===== config.mk =====
export PLATFORM = sky130hd
export DESIGN_NAME = pipelined_addsub_flat
export DESIGN_NICKNAME = d
export VERILOG_FILES = /design/src/rtl/addsub_pkg.sv /design/src/rtl/pipelined_addsub_if.sv /design/src/rtl/pipelined_addsub_slice.sv /design/src/rtl/pipelined_addsub.sv /design/src/flat_wrapper.sv
export SDC_FILE = /design/constraint.sdc
export NUM_CORES = 1
export LEC_CHECK = 0
export CAP_MARGIN = 20
export CORE_MARGIN = 2
export CORE_UTILIZATION = 57
export DETAILED_ROUTE_END_ITERATION = 8
export DONT_BUFFER_PORTS = 1
export PLACE_DENSITY = 0.81
export SLEW_MARGIN = 15
export SYNTH_ARGS = -nofsm -noshare
export SYNTH_HDL_FRONTEND = slang
export SYNTH_SLANG_ARGS = --single-unit

===== constraint.sdc =====
create_clock -name clk -period 6.65 [get_ports clk]
set_input_delay 0.3325 -clock clk [delete_from_list [all_inputs] [get_ports clk]]
set_output_delay 0.3325 -clock clk [all_outputs]
set_load 0.005 [all_outputs]

===== src/rtl/addsub_pkg.sv =====
// Shared types for the pipelined add/subtract unit.
//   op_t           : operation select (ADD=0, SUB=1); SUB doubles as carry-in
//   addsub_flags_t : result flags {carry, overflow, zero}
package addsub_pkg;

  typedef enum logic {
    ADD = 1'b0,
    SUB = 1'b1
  } op_t;

  typedef struct packed {
    logic carry;
    logic overflow;
    logic zero;
  } addsub_flags_t;

endpackage


===== src/rtl/pipelined_addsub_if.sv =====
// Handshake/data bundle for pipelined_addsub.
//   in_valid/in_ready   : operation handshake (op, in1, in2)
//   out_valid/out_ready : result handshake (s, carry, overflow, zero)
// master = producer of operations / consumer of results; slave = the unit.
interface pipelined_addsub_if #(
  parameter int WIDTH = 32
);
  import addsub_pkg::*;

  logic             in_valid;
  logic             in_ready;
  op_t              op;
  logic [WIDTH-1:0] in1;
  logic [WIDTH-1:0] in2;
  logic             out_valid;
  logic             out_ready;
  logic [WIDTH-1:0] s;
  logic             carry;
  logic             overflow;
  logic             zero;

  modport master (
    output in_valid, op, in1, in2, out_ready,
    input  in_ready, out_valid, s, carry, overflow, zero
  );

  modport slave (
    input  in_valid, op, in1, in2, out_ready,
    output in_ready, out_valid, s, carry, overflow, zero
  );

endinterface


===== src/rtl/pipelined_addsub_slice.sv =====
// add_slice: purely combinational SW-bit adder segment.
//   a, b : slice operands (b already inverted for SUB)
//   cin  : carry from the previous segment
//   sum  : slice sum
//   cout : carry out of the slice MSB
module add_slice #(
  parameter int SW = 8
) (
  input  logic [SW-1:0] a,
  input  logic [SW-1:0] b,
  input  logic          cin,
  output logic [SW-1:0] sum,
  output logic          cout
);

  assign {cout, sum} = {1'b0, a} + {1'b0, b} + {{SW{1'b0}}, cin};

endmodule


===== src/rtl/pipelined_addsub.sv =====
// pipelined_addsub: WIDTH-bit add/subtract split into STAGES registered
// carry-chain segments, one op per cycle, global-advance flow control.
//   clk   : core clock
//   rst_n : asynchronous active-low reset
//   bus   : pipelined_addsub_if.slave (operation in, result + flags out)
// Stage i registers the low (i+1)*SW sum bits, the slice carry-out, the
// still-unprocessed upper operand bits and the operand MSBs for overflow.
module pipelined_addsub
  import addsub_pkg::*;
#(
  parameter int WIDTH  = 32,
  parameter int STAGES = 4
) (
  input  logic              clk,
  input  logic              rst_n,
  pipelined_addsub_if.slave bus
);

  localparam int SW = WIDTH / STAGES;

  logic             adv;
  logic [WIDTH-1:0] b_eff;
  addsub_flags_t    flags;

  assign b_eff = (bus.op == SUB) ? ~bus.in2 : bus.in2;

  genvar i;
  for (i = 0; i < STAGES; i++) begin : g_stage
    localparam int LO_W  = (i + 1) * SW;
    localparam int REM_W = WIDTH - LO_W;

    logic [SW-1:0]   a_sl;
    logic [SW-1:0]   b_sl;
    logic [SW-1:0]   sum_sl;
    logic            cin;
    logic            cout;
    logic            v_d;
    logic            am_d;
    logic            bm_d;
    logic [LO_W-1:0] lo_d;
    logic [LO_W-1:0] lo_q;
    logic            v_q;
    logic            c_q;
    logic            am_q;
    logic            bm_q;

    if (i == 0) begin : g_src
      assign a_sl = bus.in1[SW-1:0];
      assign b_sl = b_eff[SW-1:0];
      assign cin  = (bus.op == SUB);
      assign v_d  = bus.in_valid;
      assign am_d = bus.in1[WIDTH-1];
      assign bm_d = b_eff[WIDTH-1];
      assign lo_d = sum_sl;
    end else begin : g_src
      assign a_sl = g_stage[i-1].g_rem.a_q[SW-1:0];
      assign b_sl = g_stage[i-1].g_rem.b_q[SW-1:0];
      assign cin  = g_stage[i-1].c_q;
      assign v_d  = g_stage[i-1].v_q;
      assign am_d = g_stage[i-1].am_q;
      assign bm_d = g_stage[i-1].bm_q;
      assign lo_d = {sum_sl, g_stage[i-1].lo_q};
    end

    add_slice #(.SW(SW)) u_slice (
      .a   (a_sl),
      .b   (b_sl),
      .cin (cin),
      .sum (sum_sl),
      .cout(cout)
    );

    always_ff @(posedge clk or negedge rst_n) begin
      if (!rst_n) begin
        v_q  <= 1'b0;
        c_q  <= 1'b0;
        am_q <= 1'b0;
        bm_q <= 1'b0;
        lo_q <= '0;
      end else if (adv) begin
        v_q  <= v_d;
        c_q  <= cout;
        am_q <= am_d;
        bm_q <= bm_d;
        lo_q <= lo_d;
      end
    end

    // Upper operand bits not yet added; absent in the last stage.
    if (REM_W > 0) begin : g_rem
      logic [REM_W-1:0] a_d;
      logic [REM_W-1:0] b_d;
      logic [REM_W-1:0] a_q;
      logic [REM_W-1:0] b_q;

      if (i == 0) begin : g_rsrc
        assign a_d = bus.in1[WIDTH-1:SW];
        assign b_d = b_eff[WIDTH-1:SW];
      end else begin : g_rsrc
        assign a_d = g_stage[i-1].g_rem.a_q[REM_W+SW-1:SW];
        assign b_d = g_stage[i-1].g_rem.b_q[REM_W+SW-1:SW];
      end

      always_ff @(posedge clk or negedge rst_n) begin
        if (!rst_n) begin
          a_q <= '0;
          b_q <= '0;
        end else if (adv) begin
          a_q <= a_d;
          b_q <= b_d;
        end
      end
    end
  end

  // Whole pipeline moves together; bubbles are kept, never collapsed.
  assign adv          = !bus.out_valid || bus.out_ready;
  assign bus.in_ready = adv;

  assign bus.out_valid  = g_stage[STAGES-1].v_q;
  assign bus.s          = g_stage[STAGES-1].lo_q;

  // Overflow: operands agree in sign but the result sign differs.
  assign flags.carry    = g_stage[STAGES-1].c_q;
  assign flags.overflow = (g_stage[STAGES-1].am_q == g_stage[STAGES-1].bm_q) &&
                          (g_stage[STAGES-1].lo_q[WIDTH-1] != g_stage[STAGES-1].am_q);
  assign flags.zero     = ~|g_stage[STAGES-1].lo_q;

  assign bus.carry    = flags.carry;
  assign bus.overflow = flags.overflow;
  assign bus.zero     = flags.zero;

endmodule


===== src/flat_wrapper.sv =====
// flat-port wrapper written by rule: the top's interface ports become plain ports
module pipelined_addsub_flat import addsub_pkg::*;
#(
  parameter int WIDTH  = 32,
  parameter int STAGES = 4
)
  (clk, rst_n, bus_in_valid, bus_op, bus_in1, bus_in2, bus_out_ready, bus_in_ready, bus_out_valid, bus_s, bus_carry, bus_overflow, bus_zero);
  pipelined_addsub_if #(.WIDTH(WIDTH)) bus_i ();
  input  logic clk;
  input  logic rst_n;
  input wire logic [$bits(bus_i.in_valid)-1:0] bus_in_valid;
  input wire logic [$bits(bus_i.op)-1:0] bus_op;
  input wire logic [$bits(bus_i.in1)-1:0] bus_in1;
  input wire logic [$bits(bus_i.in2)-1:0] bus_in2;
  input wire logic [$bits(bus_i.out_ready)-1:0] bus_out_ready;
  output wire logic [$bits(bus_i.in_ready)-1:0] bus_in_ready;
  output wire logic [$bits(bus_i.out_valid)-1:0] bus_out_valid;
  output wire logic [$bits(bus_i.s)-1:0] bus_s;
  output wire logic [$bits(bus_i.carry)-1:0] bus_carry;
  output wire logic [$bits(bus_i.overflow)-1:0] bus_overflow;
  output wire logic [$bits(bus_i.zero)-1:0] bus_zero;
  assign bus_i.in_valid = bus_in_valid;
  assign bus_i.op = bus_op;
  assign bus_i.in1 = bus_in1;
  assign bus_i.in2 = bus_in2;
  assign bus_i.out_ready = bus_out_ready;
  assign bus_in_ready = bus_i.in_ready;
  assign bus_out_valid = bus_i.out_valid;
  assign bus_s = bus_i.s;
  assign bus_carry = bus_i.carry;
  assign bus_overflow = bus_i.overflow;
  assign bus_zero = bus_i.zero;
  pipelined_addsub #(.WIDTH(WIDTH), .STAGES(STAGES)) u_core (.clk(clk), .rst_n(rst_n), .bus(bus_i));
endmodule

==> results of run 1 <==
-- layout make-up --
type                       count  area, um^2
sequential                   186        4650
multi-input combinational    695        3550
tap                          184         230
inverter                      11        43.8
timing repair buffer           5        70.1
fill                        1225        5320
clock inverter                11         191
clock buffer                  21         470
-- placed cells by master, fill, tap and decap left out, types with 4 or more instances in the layout --
cell	instances
o21a_1	9
o31a_1	5
dfrtp_1	186
inv_1	10
o21ai_0	11
nor2_1	21
bufinv_16	5
o21ai_1	54
a211oi_1	5
a21o_1	5
clkbuf_16	17
a21oi_1	21
nand2_1	441
xor2_1	15
fa_1	7
nor4_1	8
xnor2_1	32
nor3_1	4
ha_1	28
-- timing repair --
item,4_1_cts,5_1_grt
hold endpoints to repair,186,0
setup buffers,0,0
hold buffers,1,0
-- synth_stat cells (4+ instances only) --
master / number / share of area [%]
a211oi_1: 5 / 0.44
a21o_1: 5 / 0.44
a21oi_1: 21 / 1.2
buf_2: 38 / 2.2
clkbuf_1: 6 / 0.27
dfrtp_1: 186 / 55
fa_1: 7 / 1.7
ha_1: 28 / 4.1
inv_1: 10 / 0.44
nand2_1: 441 / 20
nor2_1: 21 / 0.93
nor3_1: 4 / 0.24
nor4_1: 8 / 0.59
o21a_1: 9 / 0.80
o21ai_0: 11 / 0.65
o21ai_1: 54 / 3.2
o31a_1: 5 / 0.52
xnor2_1: 32 / 3.3
xor2_1: 15 / 1.6
-- sequential cells by signal (all words and copies together) (netlist names) --
signal	count
u_core.g_stage.g_rem.a_q	48
u_core.g_stage.g_rem.b_q	48
u_core.g_stage.bm_q	1
u_core.bus.s	32
u_core.g_stage.c_q	3
u_core.bus.out_valid	1
u_core.bus.carry	1
u_core.g_stage.v_q	3
u_core.g_stage.lo_q	48
u_core.g_stage.am_q	1
-- worst max path at each step --
stage	from	to	slack (ps)	cells past startpoint
floorplan	u_core.g_stage[0].g_rem.b_q[0]	u_core.g_stage[1].lo_q[14]	4510	6
global placement	u_core.bus.out_valid	u_core.g_stage[2].lo_q[23]	3690	6
detailed placement	u_core.bus.out_valid	u_core.g_stage[2].lo_q[23]	3700	6
CTS	u_core.bus.out_valid	u_core.g_stage[2].lo_q[23]	3680	6
global route	u_core.bus.out_valid	u_core.bus.s[27]	3540	6
finish	u_core.bus.out_valid	u_core.bus.s[27]	3790	6
-- power breakdown --
part	switching, mW	total [mW]	leakage [nW]	internal (mW)
logic	0.890	1.52	1.98	0.628
clock network	0.414	1.11	0.315	0.697
registers	0.370	2.01	2.24	1.64
total	1.67	4.64	4.54	2.96
-- metrics by stage --
step	setup slack (ps)	hold slack (ps)	total power, mW	utilization (%)	cell area, um^2
after floorplan	4510	36.9	3.16	-	8460
after global placement	3690	45.0	3.44	58.5	8510
after detailed placement	3700	43.6	3.50	58.5	8510
after CTS	3680	1.96	4.66	63.3	9200
after global routing	3540	0.393	5.00	63.4	9220
final	3790	-64.5	4.64	63.4	9220
-- per-layer routing --
layer	wire, um	GRT usage, %	vias to the layer above
met5	0	0	-
met4	194	5.88	0
met3	900	5.48	16
met2	6930	29.5	140
met1	7950	32.9	2765
li1	-	-	2977
-- cell families (layout without fill, tap and decap cells) --
| group | after synthesis | count (layout) |
|---|---|---|
| AND/OR/NAND/NOR | 488 | 488 |
| flip-flops | 186 | 186 |
| AO/OA/AOI/OAI | 124 | 124 |
| buffers and inverters | 57 | 48 |
| XOR/XNOR | 47 | 47 |
| adder cells (fa/ha/maj) | 35 | 35 |
| multiplexers | 1 | 1 |
==> run_results.csv, run 1 <==
group,metric,value,unit
outcome,status,"finished, violations left",
outcome,violations,"negative hold slack",
worst_setup_path,required,6990,ps
worst_setup_path,path_class,"reg2reg",
finish,finalNonFillerCells,1113,
sta,layout_min_cycle_time,2860,ps
detailed_routing,dr.pass1.iters,5,
cts,cts_sinks,186,
synth,netlist_instances,938,
worst_setup_path,cp.arrival,3200,ps
worst_setup_path,rrSetupSlack,3790,ps
worst_setup_path,cp_cell_sequence,"nor2b_4 -> buf_4 -> inv_4 -> buf_4 -> o21ai_0 -> o21ai_1",
synth,synthArstFlopShare,100,%
place,dpl.hpwl,10400,um
global_routing,track_usage,21.1,%
sta,slew_headroom,34.3,%
floorplan,die_height,126,um
synth,yosys_register_bits,186,
worst_setup_path,r2r_end,"u_core.bus.s[27]",
run,cap_violations,0,
sta,fin_worst_skew,4.31,ps
synth,synth_fp_nets,1042,
synth,yosysUniqueCellTypes,37,
finish,layout.nets,1020,
cts,cts_tree,"yes",
synth,yosysWarnings,0,
synth,synthMuxAreaShare,0.118,%
worst_setup_path,reg2reg_depth,6,
power_and_ir_drop,vdd_drop_max,369,uV
power_and_ir_drop,leakage,4.54,nW
floorplan,fp.dieW,126,um
cts,cts_made_buffers,17,
sta,whs,-64.5,ps
worst_setup_path,path_buf_inv,3,
worst_setup_path,critical_path.startpoint_type,"flop",
worst_setup_path,cpLargestDelayFamily,"buffers and inverters",
synth,yosysSeqAreaShare,55.0,%
finish,area_growth,8.89,%
sta,max_freq,350,MHz
synth,synth_compound_gate_area_share,8.69,%
worst_setup_path,worst_path_most_repeated_cell,"buf_4",
global_routing,grt_pass1_wl,27000,um
floorplan,core-area,0.0145,mm^2
detailed_routing,drtIter0Drc,508,
floorplan,rows,44,
synth,yosys.area_share.simple,22.4,%
worst_setup_path,cp_slowest_cell,"buf_4",
detailed_routing,routed_wl,16000,um
detailed_routing,drt.antenna.violating_nets,0,
finish,layout-drive-gt1-share,4.52,%
cts,root_buffer,"clkbuf_16",
cts,cts.reportedPaths.clkPinSlew,60,ps
synth,synth_edf_count,0,
sta,drv_slew,0,
place,gp_congestion,0.812,
detailed_routing,routed_via_density,5.30,
synth,synthFlopType,"dfrtp_1",
worst_setup_path,slowest_delay,860,ps
sta,setup_viol,0,
cts,clockBufferDepth,2,
floorplan,initial_utilization,58.2,%
sta,hold_viol_final,21,
power_and_ir_drop,power_density,503,mW/mm^2
sta,worst_slew_pin_slew,985,ps
place,dp_cells,1079,
worst_hold_path,worstHoldPathType,"in2async",
finish,diodes,0,
global_routing,antenna_found_initial,0,
synth,synth_xor_area_share,4.86,%
detailed_routing,drc,0,
worst_setup_path,reg2reg_from,"u_core.bus.out_valid",
detailed_routing,vias,5898,
sta,fin_crit_sh,42.9,%
worst_setup_path,cp-end-kind,"flop",
global_routing,grt_start_max_net_pins,187,
cts,cts_resized,0,
cts,clk_latency,420,ps
sta,rsz0062_at_grt,"no",
cts,htree_levels,4,
synth,synth_adder_area_share,5.80,%
floorplan,die_area,0.0158,mm^2
detailed_routing,post_drt_wl_per_cell,14.4,um
synth,netlist_area,0.00846,mm^2
sta,finalSetupTns,0,ps
worst_setup_path,cp_max_fo,104,
synth,syn_avg_cell_area,9.02,um^2
global_routing,grt-ovfl-total,0,
global_routing,grt_pass1_vias,5500,
synth,synth_top_family_by_area,"simple AND/OR/NAND/NOR gates",
place,io_buffers,0,
floorplan,io_pins,106,
(Power assumes the default switching activity.)
==> run 2, diff against run 1 <==
--- a/config.mk
+++ b/config.mk
@@ -10,7 +10,7 @@
 export CORE_UTILIZATION = 57
 export DETAILED_ROUTE_END_ITERATION = 8
 export DONT_BUFFER_PORTS = 1
-export PLACE_DENSITY = 0.81
+export PLACE_DENSITY = 0.84
 export SLEW_MARGIN = 15
 export SYNTH_ARGS = -nofsm -noshare
 export SYNTH_HDL_FRONTEND = slang
==> constraint.sdc (replaced) <==
create_clock -name clk -period 2.48 [get_ports clk]
set_input_delay 0.124 -clock clk [delete_from_list [all_inputs] [get_ports clk]]
set_output_delay 0.124 -clock clk [all_outputs]
set_load 0.005 [all_outputs]
==> run 2 against run 1 <==
The run still ends with negative hold slack left. Final cell count increased by 6.6%. Largest cell class unchanged. Worst setup slack got worse by 3700 ps. Sequential cell count unchanged. Count of clock-buffer cells in the layout decreased by 1. Via count increased by 6.8%. Critical path depth unchanged. Largest power group unchanged. Worst hold slack got worse by 550 ps. First-iteration DRC count decreased by 4.7%.
==> run_results.csv, run 2 (synthesis gave the netlist of run 1 again) <==
group,metric,value,unit
cts,clockBufferDepth,2,
worst_setup_path,reg2reg_from,"u_core.g_stage[2].g_rem.b_q[0]",
global_routing,track_usage,24.1,%
worst_setup_path,required,2810,ps
cts,cts_setup_buffers,0,
finish,area_growth,17.6,%
power_and_ir_drop,power_switching,4.53,mW
global_routing,antenna_found_initial,0,
cts,cts_made_buffers,17,
finish,reg.largest.list,"u_core.g_stage.g_rem.a_q x48, u_core.g_stage.g_rem.b_q x48, u_core.g_stage.lo_q x48",
detailed_routing,post_drt_wl_per_cell,15.3,um
cts,cts.reportedPaths.clkPinSlew,70,ps
finish,final_cell_mix,"441 x nand2_1, 186 x dfrtp_1, 76 x dlygate4sd3_1, 54 x o21ai_1, 32 x xnor2_1",
detailed_routing,routed_wl,18100,um
cts,root_buffer,"clkbuf_16",
detailed_routing,drtIter0Drc,484,
sta,setup_slack,118,ps
detailed_routing,dr.pass1.iters,5,
floorplan,rows,44,
sta,layout_min_cycle_time,2360,ps
detailed_routing,drc,0,
finish,layout-drive-gt1-share,3.79,%
sta,fin_worst_skew,10.8,ps
worst_setup_path,critical_path.startpoint_type,"flop",
detailed_routing,vias,6299,
sta,finalSetupTns,0,ps
global_routing,grt_pass1_vias,6255,
sta,drv_slew,0,
floorplan,io_pins,106,
floorplan,fp.dieW,126,um
detailed_routing,drt.antenna.violating_nets,0,
power_and_ir_drop,leakage,4.84,nW
worst_setup_path,cp_max_fo,3,
place,dpl.hpwl,11000,um
cts,cts_resized,0,
sta,fin_crit_sh,95.2,%
sta,slew_headroom,67.9,%
power_and_ir_drop,swShare,36.1,%
sta,worst_slew_pin_slew,482,ps
worst_setup_path,path_class,"reg2reg",
floorplan,die_area,0.0158,mm^2
cts,htree_levels,4,
outcome,violations,"negative hold slack",
power_and_ir_drop,power_frac_clock,23.3,%
sta,rsz0062_at_grt,"no",
worst_setup_path,rrSetupSlack,120,ps
finish,fillers,1086,
worst_hold_path,worstHoldPathType,"in2async",
outcome,status,"finished, violations left",
run,cap_violations,0,
global_routing,grt-ovfl-total,0,
finish,layout.nets,1095,
global_routing,grt_start_max_net_pins,187,
place,io_buffers,0,
detailed_routing,routed_via_density,5.31,
cts,cts_sinks,186,
cts,cts_hold_buf,76,
finish,diodes,0,
power_and_ir_drop,power_frac_seq,42.7,%
place,gp_congestion,0.870,
sta,setup_viol,0,
sta,whs,-614,ps
power_and_ir_drop,combPwrFrac,34.0,%
cts,cts_tree,"yes",
sta,max_freq,423,MHz
finish,final_common_cell,"nand2_1",
worst_setup_path,reg2reg_depth,6,
power_and_ir_drop,internal_power,8.03,mW
cts,clk_latency,430,ps
power_and_ir_drop,power_density,1260,mW/mm^2
floorplan,initial_utilization,58.2,%
worst_setup_path,cp-startpoint,"u_core.g_stage[2].g_rem.b_q[0]",
place,dp_slack,192,ps
sta,hold_viol_final,186,
global_routing,grt_pass1_wl,30400,um
power_and_ir_drop,vdd_drop_max,611,uV
floorplan,core-area,0.0145,mm^2
worst_setup_path,r2r_end,"u_core.bus.s[30]",
worst_setup_path,cp.arrival,2690,ps
floorplan,die_height,126,um
worst_setup_path,cp-end-kind,"flop",
## run 2: critical path: stages (launching register included)
cell and delay [ps]:
dfrtp_1 410, fa_1 500, fa_1 430, a21oi_1 260, o21ai_1 130, o31a_1 280, o31ai_1 250
## run 2: worst max path at each step
stage                                       endpoint  slack (ps)  cells after the start
after floorplan           u_core.g_stage[1].lo_q[14]         340                      6
after global placement    u_core.g_stage[1].lo_q[14]         260                      6
after detailed placement  u_core.g_stage[1].lo_q[14]         190                      6
after CTS                           u_core.bus.s[30]         180                      6
after global routing      u_core.g_stage[1].lo_q[14]          60                      6
final                               u_core.bus.s[30]         120                      6
## run 2: power by group through the flow
stage	clock, mW	sequential, mW	combinational, mW
floorplan	0	5.10	3.37
global placement	0	5.33	3.90
detailed placement	0	5.40	4.10
CTS	2.98	5.36	4.26
global route	3.08	5.54	4.91
finish	2.93	5.36	4.27
## run 2: final cells by class
cell class	count	area [um^2]	share of cell area (%)
Inverter	11	43.8	0.440
Clock buffer	20	447	4.49
Tap cell	184	230	2.31
Sequential cell	186	4650	46.8
Clock inverter	10	193	1.94
Timing Repair Buffer	80	828	8.32
Multi-Input combinational cell	695	3550	35.7
## run 2: through the flow
step	total power, mW	hold slack, ps	instances	util, %	area (um^2)
floorplan	8.47	-172	938	-	8460
global placement	9.23	-164	1080	58.8	8550
detailed placement	9.50	-163	1080	58.8	8550
CTS	12.6	-631	1186	68.5	9950
global route	13.5	-634	1186	68.5	9950
finish	12.6	-614	1186	68.5	9950
## run 2: metal layers
metal	GRT usage (%)	vias to the layer above	wire, um
met1	33.5	3010	8370
met2	38.5	160	8650
li1	-	3112	-
met4	7.37	0	252
met3	5.35	17	857
met5	0	-	0
==> run 3, diff against run 2 <==
--- a/config.mk
+++ b/config.mk
@@ -7,10 +7,10 @@
 export LEC_CHECK = 0
 export CAP_MARGIN = 20
 export CORE_MARGIN = 2
-export CORE_UTILIZATION = 57
+export CORE_UTILIZATION = 52
 export DETAILED_ROUTE_END_ITERATION = 8
 export DONT_BUFFER_PORTS = 1
-export PLACE_DENSITY = 0.84
+export PLACE_DENSITY = 0.79
 export SLEW_MARGIN = 15
 export SYNTH_ARGS = -nofsm -noshare
 export SYNTH_HDL_FRONTEND = slang
==> run 3 against run 2 <==
Die area rose by 9.3%. Global-route usage down 2.7 points. Combinational power is 1% lower. Non-clock buffer count rose by 1. Wire length down 1.5%. Total power shrank 3.3%. Sequential cell count stayed put. Sequential power barely moved. The flow still finishes with violations (negative hold slack). Highest routed layer unchanged. Count of clock-buffer cells in the layout rose by 1. Via count down 1.0%. First-iteration DRC count fell by 18%. Clock skew shrank 4.0 ps.
==> run_results.csv, run 3 (synthesis gave the netlist of run 1 again) <==
group,metric,value,unit
outcome,status,"finished, violations left",
outcome,violations,"negative hold slack",
cts,htree_levels,4,
detailed_routing,routed_wl,17900,um
sta,rsz0062_at_grt,"no",
global_routing,grt_pass1_vias,6103,
finish,fillers,1324,
worst_hold_path,worstHoldPathType,"in2async",
run,cap_violations,0,
sta,fin_worst_skew,6.75,ps
floorplan,initial_utilization,53.3,%
worst_setup_path,path_class,"reg2reg",
place,dp_cells,1112,
cts,clk_latency,440,ps
sta,setup_slack,145,ps
power_and_ir_drop,vdd_drop_max,678,uV
worst_setup_path,cp.arrival,2660,ps
sta,max_freq,428,MHz
sta,fin_crit_sh,94.1,%
place,io_buffers,0,
finish,layout-drive-gt1-share,3.88,%
global_routing,grt_start_max_net_pins,187,
floorplan,die_height,132,um
floorplan,io_pins,106,
sta,slew_headroom,46.2,%
cts,cts_hold_buf,77,
finish,finalNonFillerCells,1221,
worst_setup_path,critical_path.startpoint_type,"flop",
detailed_routing,drt.antenna.violating_nets,0,
detailed_routing,vias,6235,
cts,root_buffer,"clkbuf_16",
cts,cts.reportedPaths.clkPinSlew,60,ps
finish,reg.largest.list,"u_core.g_stage.g_rem.a_q x48, u_core.g_stage.g_rem.b_q x48, u_core.g_stage.lo_q x48",
global_routing,track_usage,21.4,%
cts,cts_resized,0,
floorplan,core-area,0.0159,mm^2
power_and_ir_drop,leakage,4.80,nW
global_routing,antenna_found_initial,0,
place,dp_slack,224,ps
finish,multi_input_area,0.00355,mm^2
cts,cts_setup_buffers,0,
floorplan,fp.dieW,132,um
cts,cts_tree,"yes",
place,dpl.hpwl,11000,um
finish,area_growth,16.8,%
detailed_routing,dr.pass1.iters,5,
sta,setup_viol,0,
worst_setup_path,cp_max_fo,3,
sta,drv_slew,0,
finish,regArea,0.00465,mm^2
detailed_routing,drc,0,
worst_setup_path,required,2800,ps
floorplan,die_area,0.0173,mm^2
power_and_ir_drop,power,12.1,mW
worst_setup_path,cp-end-kind,"flop",
power_and_ir_drop,power_density,1230,mW/mm^2
global_routing,grt-ovfl-total,0,
sta,hold_viol_final,186,
sta,layout_min_cycle_time,2330,ps
detailed_routing,post_drt_wl_per_cell,14.6,um
sta,worst_slew_pin_slew,807,ps
finish,diodes,0,
cts,clockBufferDepth,2,
finish,final_cell_mix,"441 x nand2_1, 186 x dfrtp_1, 77 x dlygate4sd3_1, 54 x o21ai_1, 32 x xnor2_1",
place,gp_congestion,0.872,
worst_setup_path,reg2reg_from,"u_core.g_stage[0].g_rem.b_q[0]",
detailed_routing,routed_via_density,5.11,
sta,whs,-611,ps
worst_setup_path,cp-startpoint,"u_core.g_stage[0].g_rem.b_q[0]",
cts,cts_made_buffers,17,
finish,layout.nets,1096,
detailed_routing,drtIter0Drc,397,
global_routing,grt_pass1_wl,29800,um
cts,cts_sinks,186,
floorplan,rows,46,
finish,final_common_cell,"nand2_1",
sta,finalSetupTns,0,ps
==> run 3: changes by cell type in the layout (fill, tap and decap cells not counted), sizes merged <==
cell         change
clkbuf           +1
clkinvlp         -2
bufinv           -4
dlygate4sd3      +1
clkinv           +7
==> run 3: layout make-up <==
| cell class | instances | area share [%] |
|---|---|---|
| sequential | 186 | 47.1 |
| multi-input combinational | 695 | 36.0 |
| timing repair buffer | 81 | 8.23 |
| clock buffer | 21 | 4.56 |
| tap | 216 | 2.73 |
| clock inverter | 11 | 0.987 |
| inverter | 11 | 0.443 |
==> run 3: where the power goes <==
| group | switching, mW | total [mW] | internal [mW] |
|---|---|---|---|
| logic | 2.43 | 4.22 | 1.79 |
| registers | 0.976 | 5.37 | 4.40 |
| clock network | 1.14 | 2.54 | 1.41 |
==> run 3: stage by stage <==
| step | util, % | instance area (um^2) |
|---|---|---|
| after CTS | 62.2 | 9880 |
| after global placement | 53.9 | 8570 |
| final | 62.2 | 9880 |
| after global routing | 62.2 | 9880 |
| after detailed placement | 53.9 | 8570 |
| after floorplan | - | 8460 |
==> run 3: final timing paths <==
path / end / slack (ps) / cells past startpoint
setup / recovery: u_core.g_stage[1].c_q / 150 / 7
hold / removal: u_core.g_stage[0].g_rem.b_q[13] / -610 / 0
setup reg to reg: u_core.g_stage[1].c_q / 150 / 7
hold reg to reg: u_core.bus.out_valid / 460 / 1
max in group asynchronous: u_core.g_stage[0].lo_q[5] / 2850 / 0
min in group clk: u_core.g_stage[0].c_q / 30 / 3
==> run 3: worst max-delay path: stages, from the launching register on <==
cell	delay (ps)
dfrtp_1	400
fa_1	500
fa_1	480
a21oi_1	200
o21ai_1	130
o31a_1	280
o21ai_1	160
a21oi_1	90
==> run 3: routing by layer <==
layer,vias up,wire length [um],global-route usage [%]
met2,150,8280,32.7
met4,0,310,7.79
li1,3126,-,-
met3,24,772,4.86
met1,2935,8490,30.3
met5,-,0,0
